===== config.mk =====
export PLATFORM = sky130hd
export DESIGN_NAME = shading_pixel_writer
export DESIGN_NICKNAME = d
export VERILOG_FILES = /design/src/rtl/shading_pixel_writer.sv
export SDC_FILE = /design/constraint.sdc
export NUM_CORES = 1
export LEC_CHECK = 0
export BUFFER_PORTS_ARGS = -buffer_cell sky130_fd_sc_hd__buf_2
export CAP_MARGIN = 20
export CORE_MARGIN = 5
export CORE_UTILIZATION = 40
export CTS_CLUSTER_DIAMETER = 60
export DETAILED_ROUTE_END_ITERATION = 16
export HOLD_SLACK_MARGIN = 0.03
export PLACE_DENSITY_LB_ADDON = 0.2
export SLEW_MARGIN = 10
export SYNTH_ARGS = -nofsm -noshare
export SYNTH_HDL_FRONTEND = slang
export SYNTH_SLANG_ARGS = --single-unit

===== constraint.sdc =====
create_clock -name i_clk -period 5.1 [get_ports i_clk]
set_input_delay 0.765 -clock i_clk [delete_from_list [all_inputs] [get_ports i_clk]]
set_output_delay 0.765 -clock i_clk [all_outputs]
set_load 0.005 [all_outputs]

===== src/rtl/shading_pixel_writer.sv =====
// shading_pixel_writer
//   Packs shaded RGB results (Q16.16, nominally [0,1)) into 32-bit framebuffer
//   words {8'h00, R8, G8, B8}, tags each with its raster word address and
//   queues it in a small FIFO feeding a valid/ready memory write port.
//
// Ports
//   i_clk, i_rstn    : clock (rising edge) / asynchronous active-low reset
//   i_clr            : synchronous raster restart (pixel index -> 0)
//   i_valid, i_light : shading result and its valid; [0]=R [1]=G [2]=B
//   o_busy           : FIFO full, input is ignored while high
//   o_wr_valid/addr/data, i_wr_ready : memory write handshake
//   o_frame_done     : one-cycle pulse after the final pixel of a frame pops
module shading_pixel_writer #(
  parameter int                WIDTH     = 640,
  parameter int                HEIGHT    = 480,
  parameter int                LEN_A     = 32,
  parameter logic [LEN_A-1:0]  BASE_ADDR = '0,
  parameter int                DEPTH     = 4
) (
  input  logic                    i_clk,
  input  logic                    i_rstn,
  input  logic                    i_clr,
  input  logic                    i_valid,
  input  logic signed [2:0][31:0] i_light,
  output logic                    o_busy,
  output logic                    o_wr_valid,
  input  logic                    i_wr_ready,
  output logic [LEN_A-1:0]        o_wr_addr,
  output logic [31:0]             o_wr_data,
  output logic                    o_frame_done
);

  localparam int PW = $clog2(DEPTH);
  localparam int XW = (WIDTH  > 1) ? $clog2(WIDTH)  : 1;
  localparam int YW = (HEIGHT > 1) ? $clog2(HEIGHT) : 1;
  localparam logic [XW-1:0] XLAST = XW'(WIDTH - 1);
  localparam logic [YW-1:0] YLAST = YW'(HEIGHT - 1);

  typedef struct packed {
    logic [LEN_A-1:0] addr;
    logic [31:0]      data;
    logic             last;
  } entry_t;

  // Saturating Q16.16 -> 8-bit: negative -> 0, >=1.0 -> FF, else truncate.
  // Bits [7:0] never influence the result, so they are not passed in.
  function automatic logic [7:0] quant(input logic [31:8] v);
    logic [7:0] r;
    r = v[15:8];
    if (v[31])          r = 8'h00;
    else if (|v[30:16]) r = 8'hFF;
    return r;
  endfunction

  // ---------------------------------------------------------------- state
  entry_t           mem_q [DEPTH];
  logic [PW:0]      wr_ptr_q, wr_ptr_d;
  logic [PW:0]      rd_ptr_q, rd_ptr_d;
  logic [XW-1:0]    x_q, x_d;
  logic [YW-1:0]    y_q, y_d;
  logic [LEN_A-1:0] idx_q, idx_d;
  logic             done_q, done_d;

  logic             full, empty, push, pop;
  logic [XW-1:0]    cur_x;
  logic [YW-1:0]    cur_y;
  logic [LEN_A-1:0] cur_idx;
  entry_t           wr_entry, head;

  // Extra pointer MSB separates full (MSBs differ) from empty (equal).
  assign empty = (wr_ptr_q == rd_ptr_q);
  assign full  = (wr_ptr_q[PW] != rd_ptr_q[PW]) &&
                 (wr_ptr_q[PW-1:0] == rd_ptr_q[PW-1:0]);
  assign push  = i_valid && !full;
  assign pop   = !empty && i_wr_ready;

  // ------------------------------------------------------ raster position
  // i_clr takes effect before this cycle's push, so a coinciding push lands
  // on index 0 and the counters leave pointing at index 1.
  always_comb begin
    cur_x   = i_clr ? '0 : x_q;
    cur_y   = i_clr ? '0 : y_q;
    cur_idx = i_clr ? '0 : idx_q;
    x_d     = cur_x;
    y_d     = cur_y;
    idx_d   = cur_idx;
    if (push) begin
      if (cur_x == XLAST) begin
        x_d = '0;
        if (cur_y == YLAST) begin
          y_d   = '0;
          idx_d = '0;
        end else begin
          y_d   = cur_y + 1'b1;
          idx_d = cur_idx + 1'b1;
        end
      end else begin
        x_d   = cur_x + 1'b1;
        idx_d = cur_idx + 1'b1;
      end
    end
  end

  // The linear index rides alongside x/y so the address needs only an adder.
  always_comb begin
    wr_entry.addr = BASE_ADDR + cur_idx;
    wr_entry.data = {8'h00, quant(i_light[0][31:8]), quant(i_light[1][31:8]),
                     quant(i_light[2][31:8])};
    wr_entry.last = (cur_x == XLAST) && (cur_y == YLAST);
  end

  // ------------------------------------------------------------ FIFO ctl
  always_comb begin
    wr_ptr_d = wr_ptr_q;
    rd_ptr_d = rd_ptr_q;
    if (push) wr_ptr_d = wr_ptr_q + 1'b1;
    if (pop)  rd_ptr_d = rd_ptr_q + 1'b1;
  end

  assign head   = mem_q[rd_ptr_q[PW-1:0]];
  // Pulse follows the pop of a last-tagged entry, independent of push time.
  assign done_d = pop && head.last;

  always_ff @(posedge i_clk or negedge i_rstn) begin
    if (!i_rstn) begin
      wr_ptr_q <= '0;
      rd_ptr_q <= '0;
      x_q      <= '0;
      y_q      <= '0;
      idx_q    <= '0;
      done_q   <= 1'b0;
      // Storage is cleared so the head outputs read zero out of reset.
      for (int i = 0; i < DEPTH; i++) mem_q[i] <= '0;
    end else begin
      wr_ptr_q <= wr_ptr_d;
      rd_ptr_q <= rd_ptr_d;
      x_q      <= x_d;
      y_q      <= y_d;
      idx_q    <= idx_d;
      done_q   <= done_d;
      if (push) mem_q[wr_ptr_q[PW-1:0]] <= wr_entry;
    end
  end

  // ------------------------------------------------------------- outputs
  // Head word is read straight from the storage flops: it only changes when
  // the read pointer moves, so it holds steady under backpressure, and a
  // word written this cycle is first visible next cycle.
  assign o_busy       = full;
  assign o_wr_valid   = !empty;
  assign o_wr_addr    = head.addr;
  assign o_wr_data    = head.data;
  assign o_frame_done = done_q;

endmodule

==> metrics, run 1 <==
outcome complete, no violations; worst-margin pin slew 1.02 ns; DP HPWL 18.8 mm; ratio of cells with drive above 1 in the final layout 0.209; commonest non-fill, non-tap cell in the layout dfrtp_1; post-cts sizing count 0; met1 Track Usage GR 0.234; largest stage delay on the critical path 0.85 ns; mean post-synth cell area 10.6 µm²; met2 usage 0.282; first-pass GRT wire length 50.3 mm; Synth Area in XOR/XNOR 0.0173; clock period minus worst slack 3.65 ns; register area share after synthesis 0.548; drt total wl 29.9 mm; post-CTS setup buffer count 0; total global routing track utilization 0.168; CTS tree built; max-slew violations 0; root buffer cell clkbuf_16; Layout fillers 3057; clk_skew 0.0188 ns; Yosys top cell area share 0.548; starting density of the core 0.403; Synth Area in Simple Gates 0.166; die width 191 µm; clock latency on the worst-skew pair 0.55 ns; routability cong. 0.801; CP bufs+invs 2; I/O Buffers 135; Setup CP Type reg2out; Critical Path Stages 3; most used routing layer met2; post-route ant nets 0; worst reg2reg path depth 6; leakage 6.73 nW; EDFF count, synth 0; synthesized area 13000 µm²; mux contribution to synthesized area 0.101; relative slew slack 0.317; delay-heaviest family, CP flip-flops; GR Overflow Total 0; period utilization 0.716; Final Cell Area 15200 µm²; slowest library cell on the worst path dfrtp_4; largest family of logic cells by synthesized area simple AND/OR/NAND/NOR gates; Hold Crit Class in2async; Adder-Cell Fraction of Synth Area 0.00671; Num CTS Buffers 31; final setup fails 0; Core ar. 32400 µm²; peak supply drop 0.270 mV; RSZ-0062 raised after global routing false; drt via density 5.15; H-Tree Depth 1; Worst EP required 4.34 ns; number of max-cap violations 0; critical path cell sequence buf_4 > mux4_2 > buf_2; die area 36300 µm²; largest net degree at the start of global routing 129; area post-placement 14100 µm²; worst-path fanout max 31; power density over the cells 478 nW/µm²; FP Rows 66; number of global-route vias before repair 9553; clock edge transition at the registers on the reported setup and hold paths 0.06 ns; total power 7.24 mW; clock buffer depth 3; DR vias 9288; post-synthesis compound-gate area fraction 0.130; Mapped Cells 1236; Final #Nets 1448; drt pass-1 iters 5; hold buffer count at cts 0; CTS sink count 286; commonest non-fill, non-tap cells in the layout dfrtp_1, nand2_1, o21ai_0; CP Data Arrival Time 2.89 ns; yosys warns 0; register bit count reported by yosys 286; GR met3 Demand/Resource 0.0278; Boundary Pins 168; Initial DRC Count 467; library cells used by synthesis 56; Synth area leader dfrtp_1; Post-Route Setup TNS 0 ns; async set-reset flop share out of synthesis 1.00; Worst setup SP type flop; Fmax 0.274 GHz; area added between synthesis and finish 16.2%; CP endpoint kind output pin; top_reg_cell synth dfrtp_1; die height 191 µm; initial antenna violation count 1; WL/cell 16.6 µm; drc violations 0; final hold vios 0; Synth area leaders dfrtp_1, mux4_2, o21ai_0; n_diodes 0
Yosys cell counts (3+ instances only):
library cell / n
o22ai_1: 3
a31o_2: 3
and3_1: 7
nand4b_1: 5
buf_4: 8
nor3_1: 10
ha_1: 7
nor4_1: 18
inv_1: 5
xor2_1: 9
xnor2_1: 13
nand3_1: 14
mux4_2: 57
mux2_2: 3
nor2_1: 24
buf_1: 12
or3_1: 11
nand2b_1: 35
nand2_1: 267
nand4_1: 17
o21bai_1: 26
clkbuf_1: 55
dfrtp_1: 286
and2_1: 7
buf_2: 9
o21ai_0: 249
nor2b_1: 12
or4_1: 5
a21oi_1: 22
area by class of cell:
cell class,count,area (µm²),share of cell area
inverter,5,18.8,0.00124
clock inverter,8,101,0.00668
timing repair buffer,149,803,0.0530
sequential,286,7160,0.472
clock buffer,47,956,0.0630
tap,442,553,0.0365
multi-input combinational,867,5570,0.367
path summary, 6_finish.rpt:
| path | from | slack (ns) | endpoint |
|---|---|---|---|
| worst min-delay path | i_rstn | 0.32 | mem_q[138]$_DFFE_PN0P_ |
| worst max-delay path | rd_ptr_q[0]$_DFFE_PN0P_ | 1.45 | o_wr_addr[27] |
| worst max register to register | rd_ptr_q[0]$_DFFE_PN0P_ | 2.03 | mem_q[200]$_DFFE_PN0P_ |
| worst min register to register | mem_q[19]$_DFFE_PN0P_ | 0.47 | mem_q[19]$_DFFE_PN0P_ |
| max in group asynchronous | i_rstn | 3.69 | mem_q[110]$_DFFE_PN0P_ |
| min in group i_clk | mem_q[19]$_DFFE_PN0P_ | 0.47 | mem_q[19]$_DFFE_PN0P_ |
cells by family (layout without fill, tap and decap cells):
group	count (synthesis)	after routing
AND/OR/NAND/NOR	453	453
adder cells (fa/ha/maj)	7	7
other	1	8
AO/OA/AOI/OAI	315	315
flip-flops	286	286
XOR/XNOR	24	24
buffers and inverters	90	209
multiplexers	60	60
report_power, final:
| part | leakage (nW) | switching (mW) | internal [mW] |
|---|---|---|---|
| combinational | 2.38 | 1.14 | 0.834 |
| sequential | 3.84 | 0.297 | 2.70 |
| clock | 0.514 | 0.897 | 1.38 |
flip-flops by register name, indices dropped and copies added (netlist names):
register      flops
mem_q           228
idx_q            32
x_q              10
y_q               9
rd_ptr_q          3
wr_ptr_q          3
o_frame_done      1
through the flow:
step                      instances  utilization  worst slack, ns  hold slack, ns
after floorplan                1243            -             2.04           0.445
after global placement         1749        0.436             1.70           0.457
after detailed placement       1749        0.436             1.74           0.466
after CTS                      1804        0.468             1.32           0.365
after global routing           1804        0.468             1.22           0.411
final                          1804        0.468             1.45           0.315
metal layers:
layer / up-vias / routed length (µm)
met3: 38 / 1470
met2: 173 / 14100
li1: 4560 / -
met5: - / 13
met1: 4515 / 13900
met4: 2 / 395
Power figures use the tool's default switching activity.
==> run 2: changes to the inputs <==
==> constraint.sdc (replaced) <==
create_clock -name i_clk -period 3.1 [get_ports i_clk]
set_input_delay 0.465 -clock i_clk [delete_from_list [all_inputs] [get_ports i_clk]]
set_output_delay 0.465 -clock i_clk [all_outputs]
set_load 0.005 [all_outputs]
==> metrics, run 2 (synthesis gave the netlist of run 1 again) <==
Worst setup SP type flop (unchanged); area post-placement 14300 µm² (was 14100 µm²); Worst R2R Setup Slack 0.72 ns (was 2.03 ns); period utilization 0.903; worst-margin pin slew 0.963 ns (was 1.02 ns); Boundary Pins 168 (unchanged); slowest library cell on the worst path buf_4 (was dfrtp_4); worst hold path depth 2; Setup CP Type reg2out (unchanged); drt total wl 29.9 mm (about the same); root buffer cell clkbuf_16 (unchanged); GR Overflow Total 0 (unchanged); starting density of the core 0.403 (unchanged); CP bufs+invs 2 (unchanged); die area 36300 µm² (unchanged); clock period minus worst slack 2.80 ns; CP endpoint kind output pin (unchanged); ratio of cells with drive above 1 in the final layout 0.216 (was 0.209); relative slew slack 0.358 (was 0.317); I/O Buffers 135 (unchanged); Initial DRC Count 593 (was 467); pre-CTS WS 0.311 ns (was 1.74 ns); drt pass-1 iters 4 (was 5); worst r2r src y_q[0]$_DFF_PN0_ (was rd_ptr_q[0]$_DFFE_PN0P_); reg2reg end idx_q[19]$_DFF_PN0_ (was mem_q[200]$_DFFE_PN0P_); clk_skew 0.0170 ns (was 0.0188 ns); outcome complete, no violations (unchanged); power density over the cells 785 nW/µm² (was 478 nW/µm²); number of max-cap violations 0 (unchanged); H-Tree Depth 1 (unchanged); hold slack 0.209 ns (was 0.315 ns); DR vias 9345 (was 9288); largest stage delay on the critical path 0.75 ns (was 0.85 ns); Worst EP required 2.63 ns (was 4.34 ns); initial antenna violation count 0 (was 1); final hold vios 0 (unchanged); first-pass GRT wire length 51.0 mm (was 50.3 mm); peak supply drop 0.558 mV (was 0.270 mV); drt via density 5.13 (was 5.15); DP HPWL 19.4 mm (was 18.8 mm); Biggest register mem_q (unchanged); Final Cell Area 15300 µm² (was 15200 µm²); Layout fillers 3067 (was 3057); Hold Crit Class in2reg (was in2async); Num CTS Buffers 31 (unchanged); worst-path fanout max 59 (was 31); CTS sink count 286 (unchanged); Critical Path Stages 3 (unchanged); worst setup margin 0.300 ns (was 1.45 ns); Regs by FF count mem_q: 228 flops, idx_q: 32 flops, x_q: 10 flops (unchanged); max reg flops 228 (unchanged); post-route ant nets 0 (unchanged); drc violations 0 (unchanged); die width 191 µm (unchanged); delay-heaviest family, CP buffers and inverters (was flip-flops); max-slew violations 0 (unchanged); largest net degree at the start of global routing 99 (was 129); FP Rows 66 (unchanged); critical path cell sequence buf_4 > mux4_2 > buf_2 (unchanged); CTS tree built (unchanged); Final #Nets 1462 (was 1448); # placed instances 1762 (was 1749); Core ar. 32400 µm² (unchanged); worst hold path startpoint i_wr_ready; final setup fails 0 (unchanged); CP Data Arrival Time 2.33 ns (was 2.89 ns); WL/cell 16.4 µm (was 16.6 µm); number of global-route vias before repair 9704 (was 9553); commonest non-fill, non-tap cells in the layout dfrtp_1, nand2_1, o21ai_0 (unchanged); leakage 6.83 nW (was 6.73 nW); Hold Path Sink o_frame_done$_DFF_PN0_; Fmax 0.357 GHz; clock buffer depth 3 (unchanged); post-cts sizing count 0 (unchanged); routability cong. 0.770 (was 0.801); total global routing track utilization 0.169 (was 0.168); clock edge transition at the registers on the reported setup and hold paths 0.06 ns (about the same); area added between synthesis and finish 17.6% (was 16.2%); die height 191 µm (unchanged); Post-Route Setup TNS 0 ns (unchanged); n_diodes 0 (unchanged); worst reg2reg path depth 7 (was 6); commonest non-fill, non-tap cell in the layout dfrtp_1 (unchanged); clock latency on the worst-skew pair 0.55 ns (about the same); final std cells w/o fill 1821 (was 1804); RSZ-0062 raised after global routing false (unchanged)
## run 2: changes by cell type in the layout (fill, tap and decap cells not counted)
cell / change
clkbuf_8: -9
buf_4: +8
buf_12: +5
clkinv_2: +5
bufinv_16: +3
clkbuf_1: +3
dlygate4sd3_1: +1
inv_8: +1
## run 2: area by class of cell
type / instances / area, µm² / area share
sequential: 286 / 7160 / 0.467
multi-input combinational: 867 / 5570 / 0.363
timing repair buffer: 163 / 973 / 0.0634
clock buffer: 41 / 843 / 0.0549
tap: 442 / 553 / 0.0360
clock inverter: 17 / 228 / 0.0148
inverter: 5 / 18.8 / 0.00122
## run 2: metrics by stage
step | util | total power [mW]
6_report | 0.474 | 12.0
5_1_grt | 0.474 | 12.9
4_1_cts | 0.474 | 12.3
3_5_place_dp | 0.441 | 8.38
3_3_place_gp | 0.441 | 8.30
2_1_floorplan | - | 7.13
## run 2: per-layer routing
metal | up-vias | GRT usage | routed length, µm
met5 | - | 0 | 0
met4 | 0 | 0.0323 | 462
met3 | 36 | 0.0220 | 1250
met2 | 165 | 0.283 | 14100
met1 | 4554 | 0.240 | 14100
li1 | 4590 | - | -
## run 2: where the power goes
group,total [mW],switching [mW],internal [mW]
logic,3.41,1.97,1.44
clock network,3.83,1.49,2.33
registers,4.81,0.374,4.44
total,12.0,3.84,8.21
## run 2: worst max path at each step
stage                       startpoint                   to  slack (ns)
2_1_floorplan                    i_clr   idx_q[2]$_DFF_PN0_        0.34
3_3_place_gp                     i_clr  idx_q[19]$_DFF_PN0_        0.33
3_5_place_dp                     i_clr  idx_q[19]$_DFF_PN0_        0.31
4_1_cts        rd_ptr_q[1]$_DFFE_PN0P_        o_wr_addr[12]        0.23
5_1_grt        rd_ptr_q[1]$_DFFE_PN0P_        o_wr_addr[12]        0.19
6_report       rd_ptr_q[1]$_DFFE_PN0P_        o_wr_addr[12]        0.30
## run 2: repair_timing
item,in CTS,in global routing
buffers inserted,0,0
hold buffers,1,0
hold endpoints to repair,93,0
